File: config.mk
export PLATFORM = sky130hd
export DESIGN_NAME = bcd_timer_ctrl
export DESIGN_NICKNAME = d
export VERILOG_FILES = /design/src/rtl/bcd_timer_ctrl.sv
export SDC_FILE = /design/constraint.sdc
export NUM_CORES = 1
export LEC_CHECK = 0
export CORE_MARGIN = 2
export CORE_UTILIZATION = 45
export CTS_BUF_LIST = sky130_fd_sc_hd__clkbuf_2 sky130_fd_sc_hd__clkbuf_4 sky130_fd_sc_hd__clkbuf_8
export CTS_CLUSTER_DIAMETER = 120
export DETAILED_ROUTE_END_ITERATION = 12
export DONT_BUFFER_PORTS = 1
export GPL_TIMING_DRIVEN = 0
export PLACE_DENSITY = 0.66
export RECOVER_POWER = 25
export SYNTH_ARGS = -nofsm -noshare
export SYNTH_HDL_FRONTEND = slang
export SYNTH_SLANG_ARGS = --single-unit
File: constraint.sdc
create_clock -name slowclk_1hz -period 2.8 [get_ports slowclk_1hz]
set_clock_uncertainty 0.05 [all_clocks]
set_input_delay 0.84 -clock slowclk_1hz [delete_from_list [all_inputs] [get_ports slowclk_1hz]]
set_output_delay 0.84 -clock slowclk_1hz [all_outputs]
set_load 0.01 [all_outputs]
File: src/rtl/bcd_timer_ctrl.sv
`default_nettype none
// +--------------------------------------------------------------------------+
// | bcd_timer_ctrl : 3-digit BCD up/down timer with run/pause/load/terminal  |
// | Rev 1.0                                                                  |
// +--------------------------------------------------------------------------+
module bcd_timer_ctrl #(
  parameter int unsigned MAX_COUNT = 99,
  parameter bit          WRAP      = 1'b1
) (
  input  logic       slowclk_1hz,
  input  logic       RST,
  input  logic       run,
  input  logic       dir,
  input  logic       load,
  input  logic [3:0] preset_one,
  input  logic [3:0] preset_ten,
  input  logic [3:0] preset_hundred,
  output logic [3:0] one,
  output logic [3:0] ten,
  output logic [3:0] hundred,
  output logic       done,
  output logic       tc,
  output logic [1:0] state
);

  typedef enum logic [1:0] {
    IDLE  = 2'b00,
    RUN   = 2'b01,
    PAUSE = 2'b10,
    DONE  = 2'b11
  } state_t;

  localparam logic [11:0] c_max_bcd = {4'((MAX_COUNT / 100) % 10),
                                       4'((MAX_COUNT / 10) % 10),
                                       4'(MAX_COUNT % 10)};

  state_t      r_state;
  state_t      w_state_nxt;
  logic        r_run;
  logic        r_dir;
  logic        r_load;
  logic [11:0] r_preset;
  logic [11:0] w_cnt;
  logic [11:0] w_cnt_nxt;
  logic [11:0] w_preset_sat;
  logic [11:0] w_load_val;
  logic        w_at_term;
  logic        w_tc_nxt;

  function automatic logic [3:0] sat_digit(input logic [3:0] d);
    return (d > 4'd9) ? 4'd9 : d;
  endfunction

  function automatic logic [11:0] bcd_inc(input logic [11:0] v);
    logic [3:0] o;
    logic [3:0] t;
    logic [3:0] h;
    o = v[3:0];
    t = v[7:4];
    h = v[11:8];
    if (o == 4'd9) begin
      o = 4'd0;
      if (t == 4'd9) begin
        t = 4'd0;
        h = (h == 4'd9) ? 4'd0 : h + 4'd1;
      end else begin
        t = t + 4'd1;
      end
    end else begin
      o = o + 4'd1;
    end
    return {h, t, o};
  endfunction

  function automatic logic [11:0] bcd_dec(input logic [11:0] v);
    logic [3:0] o;
    logic [3:0] t;
    logic [3:0] h;
    o = v[3:0];
    t = v[7:4];
    h = v[11:8];
    if (o == 4'd0) begin
      o = 4'd9;
      if (t == 4'd0) begin
        t = 4'd9;
        h = (h == 4'd0) ? 4'd9 : h - 4'd1;
      end else begin
        t = t - 4'd1;
      end
    end else begin
      o = o - 4'd1;
    end
    return {h, t, o};
  endfunction

  assign w_cnt = {hundred, ten, one};
  assign state = r_state;

  // Packed BCD with valid digits orders the same as its decimal value,
  // so plain unsigned compares are safe for clamp and terminal detection.
  assign w_preset_sat = {sat_digit(r_preset[11:8]),
                         sat_digit(r_preset[7:4]),
                         sat_digit(r_preset[3:0])};
  assign w_load_val   = (w_preset_sat > c_max_bcd) ? c_max_bcd : w_preset_sat;
  assign w_at_term    = r_dir ? (w_cnt == 12'h000) : (w_cnt >= c_max_bcd);

  always_comb begin
    w_state_nxt = r_state;
    w_cnt_nxt   = w_cnt;
    w_tc_nxt    = 1'b0;
    if (r_load) begin
      w_state_nxt = IDLE;
      w_cnt_nxt   = w_load_val;
    end else begin
      case (r_state)
        IDLE: begin
          if (r_run) w_state_nxt = RUN;
        end
        RUN: begin
          if (!r_run) begin
            w_state_nxt = PAUSE;
          end else if (w_at_term) begin
            if (WRAP) begin
              w_cnt_nxt = r_dir ? c_max_bcd : 12'h000;
              w_tc_nxt  = 1'b1;
            end else begin
              w_state_nxt = DONE;
            end
          end else begin
            w_cnt_nxt = r_dir ? bcd_dec(w_cnt) : bcd_inc(w_cnt);
          end
        end
        PAUSE: begin
          if (r_run) w_state_nxt = RUN;
        end
        DONE: begin
          if (!r_run) w_state_nxt = IDLE;
        end
        default: w_state_nxt = IDLE;
      endcase
    end
    if (MAX_COUNT < 100) w_cnt_nxt[11:8] = 4'd0;
  end

  always_ff @(posedge slowclk_1hz or posedge RST) begin
    if (RST) begin
      r_run    <= 1'b0;
      r_dir    <= 1'b0;
      r_load   <= 1'b0;
      r_preset <= 12'h000;
      r_state  <= IDLE;
      one      <= 4'd0;
      ten      <= 4'd0;
      hundred  <= 4'd0;
      done     <= 1'b0;
      tc       <= 1'b0;
    end else begin
      r_run    <= run;
      r_dir    <= dir;
      r_load   <= load;
      r_preset <= {preset_hundred, preset_ten, preset_one};
      r_state  <= w_state_nxt;
      one      <= w_cnt_nxt[3:0];
      ten      <= w_cnt_nxt[7:4];
      hundred  <= w_cnt_nxt[11:8];
      done     <= (w_state_nxt == DONE);
      tc       <= w_tc_nxt;
    end
  end

endmodule
`default_nettype wire

---- Word level (Yosys, flattened, before mapping) ----
Cells that the tools add are included.
Widths: inputs -> output; s select.
operators by class
  add/sub/neg operators ................... 4
  magnitude comparators ................... 5
  eq/ne operators ......................... 7
  muxes and demuxes ....................... 26
  reduce and logical (&&, ||, !) cells .... 10
operator list
  operator             number
  $mux 8               7
  $mux 4               9
  $gt 12x8->1 const B  1
  $gt 4x4->1 const B   3
  $logic_not 12->1     1
  $add 4x1->4 const B  2
  $eq 4x4->1 const B   2
  $ge 8x8->1 const B   1
  $logic_not 4->1      2
  $mux 2               4
  $sub 4x1->4 const B  2
  $eq 2x2->1 const B   3
  $pmux 2 s3           1
  $mux 1               5
  $ne 4x1->1 const B   1
  $reduce_and 4->1     1
  $reduce_bool 2->1    2
  $reduce_bool 4->1    1
  $eq 2x1->1 const B   1
  $logic_not 2->1      1
  $reduce_and 2->1     1
  $reduce_or 2->1      1
word-level totals
  flip-flop bits (word level) ............. 27
  input port bits ......................... 17
  output and inout port bits .............. 16
  logic and storage cells ................. 61

---- Longest topological paths before layout ----
  depth in word-level cells ............... 8
  mapped depth ............................ 7
  mapped depth without buffers ............ 5

---- Worst setup path after synthesis ----
OpenSTA, ideal clock, no wires.
  path type ............................... register to register
  from .................................... reg one[2]
  to ...................................... reg ten[2]
  library setup time ...................... 125 ps
  data arrival time ....................... 1560 ps
  required time ........................... 2625 ps
  path slack .............................. 1065 ps
  cell stages (with the launch flop) ...... 6
  path buffers ............................ 1
  period minus slack after synthesis ...... 1735 ps
  path through ............................ dfrtp_1 -> buf_6 -> nor3_4 -> o22ai_2 -> a221oi_4 -> mux2_4
between the ends
  word-level cells in the longest chain between the ends .. 6
  elaborated cells between the ends (all ways) .. 12
  those cells by class .................... order compare (1); eq/ne (2); mux (5); reduce/logical (4)
ends and longest elaborated chain
  element                                                line  source
  start, declared                                        18    output logic [3:0] one,
  start signal, assigned                                 163   one <= w_cnt_nxt[3:0];
  $ge 8x8->1 / $logic_not 12->1 (equally long branches)  105   assign w_at_term = r_dir ? (w_cnt == 12'h000) : (w_cnt >= c_max_bcd);
  $mux 1                                                 105
  $mux 8                                                 122   end else if (w_at_term) begin
  $mux 8                                                 120   if (!r_run) begin
  $mux 8                                                 115   case (r_state)
  $mux 8                                                 111   if (r_load) begin
  end signal, assigned                                   164   ten <= w_cnt_nxt[7:4];
  end, declared                                          19    output logic [3:0] ten,
Parallel ways exist; a longest one is shown, timed or not. The select of a mux whose other input is x is not followed.
A chain may end at the register's enable or synchronous reset.

---- Final worst setup path ----
  from .................................... reg ten[1]
  to ...................................... reg ten[2]
between the ends
  word-level cells in the longest chain between the ends .. 8
  elaborated cells between the ends (all ways) .. 19
  those cells by class .................... add/sub (2); order compare (1); eq/ne (2); mux (10); reduce/logical (4)
ends and longest elaborated chain
  element                                    line    source
  $add 4x1->4, or another cell as far along  67      t = t + 4'd1;
  $mux 4, on equally long branches           63, 84
  $mux 4, on equally long branches           61, 82
  $mux 8                                     130     w_cnt_nxt = r_dir ? bcd_dec(w_cnt) : bcd_inc(w_cnt);
  $mux 8                                     122
  $mux 8                                     120
  $mux 8                                     115
  $mux 8                                     111
Parallel ways exist; a longest one is shown, timed or not. The select of a mux whose other input is x is not followed.

==> flow_metrics.tcl <==
set metrics [dict create \
    status "finished, final reports clean" \
    maxSlewViolCount 0 \
    place_area_sq_um 1531 \
    slowest_stage "dfrtp_1" \
    area_growth_pct 6.405 \
    wl_per_cell_microns 13.71 \
    drtIter0Drc 32 \
    fin_crit_sh_pct 67.09 \
    path_class "register to register" \
    synthMuxAreaShare_pct 1.793 \
    hold_path_class "primary input to register" \
    p_sw_share_pct 32.14 \
    finalSetupViolCount 0 \
    worst_pin_slew_ps 952.6 \
    grt_pass1_wl_mm 4.209 \
    yosysUniqueCellTypes 49 \
    initial_core_util_pct 47.60 \
    clock.fmax_mhz 532.4 \
    drt-vias-per-instance 5.484 \
    crit_arrival_ps 2030 \
    nets 160 \
    synth_most_common_cell "dfrtp_1" \
    rsz0062_at_grt "false" \
    synth_common_cells "dfrtp_1 (27), nor2_1 (15), buf_4 (7), o21ai_0 (7), nand2b_1 (6)" \
    synthFlopType "dfrtp_1" \
    via_count 1020 \
    syn_inst 135 \
    peakVddDrop_mv 0.3730 \
    synth_area_leader_cell "dfrtp_1" \
    ys_ff_latch 27 \
    synth_compound_area_share_pct 21.86 \
    cts-resized-gates 0 \
    grt.overflow.total 0 \
    cp_max_fo 9 \
    die_x_microns 61.06 \
    cts_tree "done" \
    yosys_warnings 0 \
    cts-root-buf "clkbuf_4" \
    critPathLaunchType "register" \
    yosysSeqAreaShare_pct 46.11 \
    totalWireLength_mm 2.550 \
    synthTopCellsByArea "dfrtp_1 (46%), nor2_1 (3.8%), buf_4 (3.6%)" \
    antenna_found_initial 0 \
    first_pass_iters 4 \
    relSlewSlack_pct 36.42 \
    numCtsBuffers 3 \
    cts_buffer_depth 2 \
    core-area_sq_um 3078 \
    hold_buffers 0 \
    comb_power_share_pct 29.2 \
    htreeDepth 1 \
    dieHeight_microns 61.06 \
    synthAdderAreaFrac_pct 0 \
    cp.required_ps 2960 \
    yosysTopAreaCellShare_pct 46.11 \
    fin_area_sq_um 1559 \
    async_reset_ff_share_pct 100.0 \
    fin_crit_ps 1878 \
    port_buffers 0 \
    clock_sinks 27 \
    synth_xor_xnor_area_share_pct 2.391 \
    die_area_sq_um 3728 \
    p_clk_share_pct 17.8 \
    p_leak_nw 0.6711 \
    max_cap_viol_count 0 \
    drc 0 \
    final_hold_viol_count 0 \
    max_stage_delay_ps 440 \
    synth_top_family_by_area "compound AO/OA/AOI/OAI gates" \
    syn_area_sq_um 1465 \
    clk_pin_slew_ps 130 \
    p_per_area_nw_per_um2 559.9 \
    dp_hpwl_mm 1.958 \
    fillerInstances 288 \
    p_switching_mw 0.2805 \
    grt_max_degree 28 \
    tns_ps 0 \
    layout-drive-gt1-share_pct 19.01 \
    gp_congestion 0.8336 \
    io_pins 33 \
    seq_power_share_pct 53.0 \
    grt_usage_pct 15.14 \
    avgSynthCellArea_sq_um 10.85 \
    antenna-diode-count 0 \
    placementRows 20 \
    drt.antenna.violating_nets 0 \
    worstPathCellList "buf_6 -> nor2_1 -> o22ai_2 -> a221oi_4 -> mux2_4" \
    clk_latency_ps 310 \
    internal_power_mw 0.5924 \
    first_global_vias 905 \
    critPathCaptureType "register" \
    yosys.area_share.simple_pct 19.39 \
    synth_edf_count 0 \
    post_cts_buffers 0 \
]
[sequential cells by signal (all words and copies together) (netlist names)]
signal,count
r_load,1
r_run,1
state,2
done,1
r_dir,1
ten,4
one,4
tc,1
r_preset,12
[cell families after synthesis]
group / after synthesis
AO/OA/AOI/OAI: 40
XOR/XNOR: 4
buffers and inverters: 16
flip-flops: 27
multiplexers: 2
other: 1
AND/OR/NAND/NOR: 45
[power by group through the flow]
stage / Clock (mW) / Sequential [mW] / Combinational (mW)
after global routing: 0.176 / 0.468 / 0.283
final: 0.155 / 0.463 / 0.255
after floorplan: 0 / 0.462 / 0.216
after detailed placement: 0 / 0.471 / 0.253
after global placement: 0 / 0.470 / 0.248
after CTS: 0.163 / 0.463 / 0.254
[worst max-delay path: cells and delay by family (launching register included)]
family | cells | cell delay, ps
AO/OA/AOI/OAI | 2 | 620
multiplexers | 1 | 330
flip-flops | 1 | 440
AND/OR/NAND/NOR | 1 | 170
buffers and inverters | 1 | 160
[metal layers]
layer / part of all wire, % / wire (microns) / global-route usage [%]
met5: 0 / 0 / 0
met2: 49 / 1250 / 24.16
met1: 45 / 1136 / 21.28
met3: 5.1 / 129 / 1.471
met4: 1.3 / 34 / 6.211
[stage by stage]
step                worst slack [ps]  std cells  total power, mW  hold slack, ps  utilization [%]
floorplan                       1065        138           0.6777           430.1                -
global placement               937.3        182           0.7183           475.4            49.76
detailed placement             934.4        182           0.7242           468.6            49.76
CTS                            913.6        186           0.8806           474.3            50.65
global route                   813.5        186           0.9271           460.6            50.65
finish                         921.6        186           0.8729           486.3            50.65
[path summary, 6_finish.rpt]
| check | from | end | slack (ps) | cells past startpoint |
|---|---|---|---|---|
| max in group asynchronous | RST | r_preset[5] | 1560 | 1 |
| min in group asynchronous | RST | r_preset[10] | 570 | 1 |
| worst min register to register | r_preset[2] | one[2] | 500 | 1 |
| worst max register to register | ten[1] | ten[2] | 920 | 5 |
| worst min-delay path | preset_hundred[2] | r_preset[10] | 490 | 0 |
| worst max-delay path | ten[1] | ten[2] | 920 | 5 |
[layout make-up]
class / instances / area, sq um / area share [%]
inverter: 2 / 7.507 / 0.4815
clock inverter: 1 / 5.005 / 0.3210
sequential: 27 / 675.6 / 43.34
tap: 44 / 55.05 / 3.531
multi-input combinational: 95 / 680.7 / 43.66
buffer: 14 / 112.6 / 7.223
clock buffer: 3 / 22.52 / 1.445
[cell usage in the layout, fill, tap and decap left out, types with 2 or more instances in the layout]
cell	n
dfrtp_1	27
nor2_1	15
buf_4	7
o21ai_0	7
nand2b_1	6
nand2_1	5
nor2b_1	4
buf_6	4
conb_1	4
a21oi_1	3
buf_2	3
a22o_1	3
a21o_1	3
clkbuf_4	3
xnor2_1	2
nor3_1	2
nand4b_1	2
inv_1	2
o22ai_1	2
o21a_1	2
xor2_1	2
o2bb2ai_1	2
a2111oi_0	2
a221o_1	2
a311oi_1	2
Power figures use the tool's default switching activity.
